<file path="src/rtl/cnu_msg_expand.sv">
// Check-node output expander: turns a compressed min-sum record into deg
// serial sign-magnitude check-to-variable messages, with optional offset.
module cnu_msg_expand #(
  parameter int data_w = 9,
  parameter int idx_w  = 3,
  parameter int deg    = 8,
  parameter int offset = 0
) (
  input  logic              clk,
  input  logic              rst_n,
  input  logic              in_valid,
  output logic              in_ready,
  input  logic [data_w-1:0] in_min1,
  input  logic [data_w-1:0] in_min2,
  input  logic [idx_w-1:0]  in_idx,
  input  logic [deg-1:0]    in_sgn,
  output logic              out_valid,
  input  logic              out_ready,
  output logic [data_w:0]   out_msg,
  output logic [idx_w-1:0]  out_idx,
  output logic              out_last
);

  typedef enum logic {IDLE, EMIT} state_t;

  localparam logic [idx_w-1:0]  LAST_CNT = idx_w'(deg - 1);
  localparam logic [data_w-1:0] OFF      = data_w'(offset);

  state_t            state, state_nxt;
  logic [idx_w-1:0]  cnt, cnt_nxt;
  logic [data_w-1:0] min1_q, min2_q;
  logic [idx_w-1:0]  idx_q;
  logic [deg-1:0]    sgn_q;

  logic              in_hs, out_hs;
  logic              parity;
  logic [data_w-1:0] sel_mag, mag;
  logic              sign_bit;

  assign out_valid = (state == EMIT);
  assign out_last  = out_valid & (cnt == LAST_CNT);
  assign out_hs    = out_valid & out_ready;
  // Accepting on the final beat lets records stream with no bubble.
  assign in_ready  = (state == IDLE) | (out_hs & out_last);
  assign in_hs     = in_valid & in_ready;

  always_ff @(posedge clk) begin
    if (!rst_n) begin
      state <= IDLE;
      cnt   <= '0;
    end else begin
      state <= state_nxt;
      cnt   <= cnt_nxt;
    end
  end

  always_comb begin
    state_nxt = state;
    cnt_nxt   = cnt;
    case (state)
      IDLE: begin
        if (in_hs) begin
          state_nxt = EMIT;
          cnt_nxt   = '0;
        end
      end
      EMIT: begin
        if (out_hs) begin
          if (out_last) begin
            state_nxt = in_hs ? EMIT : IDLE;
            cnt_nxt   = '0;
          end else begin
            cnt_nxt = cnt + 1'b1;
          end
        end
      end
      default: begin
        state_nxt = IDLE;
        cnt_nxt   = '0;
      end
    endcase
  end

  always_ff @(posedge clk) begin
    if (!rst_n) begin
      min1_q <= '0;
      min2_q <= '0;
      idx_q  <= '0;
      sgn_q  <= '0;
    end else if (in_hs) begin
      min1_q <= in_min1;
      min2_q <= in_min2;
      idx_q  <= in_idx;
      sgn_q  <= in_sgn;
    end
  end

  // An idx at or beyond deg never equals cnt, so every edge falls back to min1.
  always_comb begin
    parity   = ^sgn_q;
    sel_mag  = (cnt == idx_q) ? min2_q : min1_q;
    mag      = (sel_mag > OFF) ? (sel_mag - OFF) : '0;
    sign_bit = (parity ^ sgn_q[cnt]) & (mag != '0);
  end

  assign out_msg = {sign_bit, mag};
  assign out_idx = cnt;

endmodule

</file>
<file path="config.mk">
export PLATFORM = sky130hd
export DESIGN_NAME = cnu_msg_expand
export DESIGN_NICKNAME = d
export VERILOG_FILES = /design/src/rtl/cnu_msg_expand.sv
export SDC_FILE = /design/constraint.sdc
export NUM_CORES = 1
export LEC_CHECK = 0
export CORE_ASPECT_RATIO = 0.9
export CORE_MARGIN = 5
export CORE_UTILIZATION = 40
export CTS_BUF_LIST = sky130_fd_sc_hd__clkbuf_8
export DETAILED_ROUTE_END_ITERATION = 8
export PLACE_DENSITY = 0.7
export SKIP_CTS_REPAIR_TIMING = 1
export SLEW_MARGIN = 0
export SYNTH_ARGS = -nofsm -noshare
export SYNTH_HDL_FRONTEND = slang
export SYNTH_SLANG_ARGS = --single-unit
</file>
<file path="constraint.sdc">
create_clock -name clk -period 2.6 [get_ports clk]
set_clock_uncertainty 0.05 [all_clocks]
set_input_delay 0.39 -clock clk [delete_from_list [all_inputs] [get_ports clk]]
set_output_delay 0.39 -clock clk [all_outputs]
set_load 0.005 [all_outputs]
</file>
==> results.yml <==
timing:
  rsz0062_at_grt: "false"
  worst_slew_pin_slew_ns: 0.308
  relSlewSlack_pct: 79.4
  setup_slack_ns: 0.164
  hold_viol_final: 0
  fin_crit_ns: 2.44
  setup_viol: 0
  period_share_pct: 93.7
  holdWs_ns: 0.428
  drv_slew: 0
  fmax_mhz: 410
place:
  dp_hpwl_microns: 2680
  io_buffers: 48
  place_congestion: 0.798
  place_ws_ns: 0.249
  dp_cells: 270
global_routing:
  grt_max_degree: 34
  grt_overflow: 0
  grt_util_all_layers_pct: 14.9
  antenna_found_initial: 0
  grt_pass1_wl_microns: 6490
  grt_pass1_vias: 1330
logic_synthesis:
  synth_area_leader_cell: "dfxtp_1"
  synth-edff-count: 0
  synth-compound-area-share_pct: 16.1
  postSynth.asyncResetShare_pct: 0
  syn_nets: 216
  synth-seq-cells: 33
  muxShareOfSynthArea_pct: 11.9
  synth.distinct_cells: 22
  synth_top_family_by_area: "simple AND/OR/NAND/NOR gates"
  synth_area_leaders: "dfxtp_1 42%, nand2_1 15%, a21boi_0 14%"
  synth-xor-area-share_pct: 5.52
  synthCells: 181
  synth_area_per_cell_sq_um: 8.77
  yosysMostFrequentCell: "nand2_1"
  synth_seq_area_share_pct: 41.6
  synth_top_area_share_pct: 41.6
  synthAdderAreaFrac_pct: 1.58
  ys.flop_type: "dfxtp_1"
  synthTopCellsByCount: "64 x nand2_1, 33 x dfxtp_1, 29 x a21boi_0, 10 x xnor2_1, 9 x mux2_2"
  ys_warn_count: 0
  synthSimpleGateAreaFrac_pct: 20.3
  synthesis.area_sq_um: 1590
worst_setup_path:
  cpMaxStageDelayCell: "clkdlybuf4s50_1"
  regToRegSetupSlack_ns: 0.71
  r2r_cells: 9
  crit_cells: 6
  cp-start-kind: "flop"
  crit_fanout: 8
  critical_path_class: "reg -> out"
  cpPeakStageDelay_ns: 0.46
  crit_arrival_ns: 2.00
  cp_top_family: "buffers and inverters"
  cp-end-kind: "primary output"
  crit_chain: "buf_4 > xnor2_2 > nand3_2 > buf_4 > mux2_2 > clkdlybuf4s50_1"
  crit_required_ns: 2.16
  crit_buf_inv: 3
  crit_top_cell: "buf_4"
clock_network:
  clk_latency_ns: 0.28
  clock_tree.root_cell: "clkbuf_8"
  cts_max_level: 2
  numCtsBuffers: 5
  clock_sinks: 33
  clock_path_buffers: 2
  clk_pin_slew_ns: 0.07
  cts_tree: "yes"
worst_hold_path:
  min_path_cells: 2
  min-delay-path-class: "reg -> reg"
floorplan:
  die_area_sq_um: 5330
  fp-row-count: 21
  die_y_microns: 69.8
  initial_core_util_pct: 42.0
  core_area_sq_um: 3780
  die_w_microns: 76.4
  io_pins: 49
power:
  p_leak_uw: 0.000853
  powerDensity_nw_per_um2: 575
  irDropWorstVdd_mv: 0.284
  power.total_uw: 1290
routing:
  route.final.wire_length_microns: 3780
  ant_nets: 0
  via_per_inst: 4.79
  route.detailed.drc: 0
  vias: 1336
  dr.pass1.iters: 2
  drt_iter0_markers: 35
  post_drt_wl_per_cell_microns: 13.5
layout:
  layout-drive-gt1-share_pct: 12.4
  final_nets: 267
  syn_to_final_growth_pct: 41.6
  final_cells: 279
  antenna_cells: 0
  n_fill_cell: 367
outcome:
  status: "finished, final reports clean"
job:
  cap_violations: 0
-- cells by family (layout without fill, tap and decap cells) --
| logic type | count (synthesis) | in the layout |
|---|---|---|
| xor+xnor | 10 | 10 |
| simple gates | 77 | 77 |
| flops | 33 | 33 |
| mux | 14 | 14 |
| compound gates | 35 | 35 |
| fa+ha+maj | 2 | 2 |
| buf+inv | 10 | 62 |
-- cell usage in the layout, fill, tap and decap left out, types with 2 or more instances in the layout --
cell             synthesis  final
xnor2_1                 10      9
buf_4                    2      6
dfxtp_1                 33     32
and2_1                   2      2
nor4_1                   4      4
nand2_1                 64     64
a21boi_0                29     29
clkdlybuf4s50_1          0     47
ha_1                     2      2
mux2_2                   9      9
nor2b_1                  4      4
a21oi_1                  3      3
clkbuf_8                 0      6
mux4_2                   0      2
-- registers in the layout, indices dropped and copies added, names as in the netlist --
name       cells
idx_q          3
out_idx        3
sgn_q          8
out_valid      1
min1_q         9
min2_q         9
-- worst register-to-register path, cell delays in order, from the launching register on --
cell and delay [ns]:
dfxtp_4 0.36, buf_4 0.16, ha_1 0.20, ha_1 0.22, nand2_1 0.09, nand2_1 0.08
nand2_1 0.08, buf_4 0.30, nand2_1 0.09, a21boi_0 0.19
-- layer usage --
metal  global-route usage, %  vias up  routed length (microns)
li1                        -      708                        -
met1                    18.7      594                     1840
met2                    23.3       29                     1630
met3                    4.68        5                      250
met4                    6.41        0                       51
met5                       0        -                        0
-- stage by stage --
| stage | instance area, sq um | TNS (ns) | utilization, % |
|---|---|---|---|
| after floorplan | 1590 | 0 | - |
| after global placement | 2110 | 0 | 55.9 |
| after detailed placement | 2110 | 0 | 55.9 |
| after CTS | 2230 | -0.0533 | 59.0 |
| after global routing | 2250 | 0 | 59.4 |
| final | 2250 | 0 | 59.4 |
-- power by group --
group	internal, uW	switching, uW	leakage, uW
registers	533	24.7	0.000271
clock network	308	173	0.0000626
logic	156	98.6	0.000519
-- area by class of cell --
class / count / area, sq um / area share, %
Clock buffer: 6 / 82.6 / 3.67
Clock inverter: 2 / 33.8 / 1.50
Multi-Input combinational cell: 138 / 882 / 39.2
Sequential cell: 33 / 664 / 29.5
Tap cell: 46 / 57.6 / 2.56
Timing Repair Buffer: 54 / 528 / 23.5
-- worst paths after layout --
path	start	end
min	min1_q[8]	min1_q[8]
max reg2reg	out_idx[0]	sgn_q[4]
max	out_idx[0]	out_msg[6]
min reg2reg	min1_q[8]	min1_q[8]
Note: power is estimated with default switching activity, not from simulation.
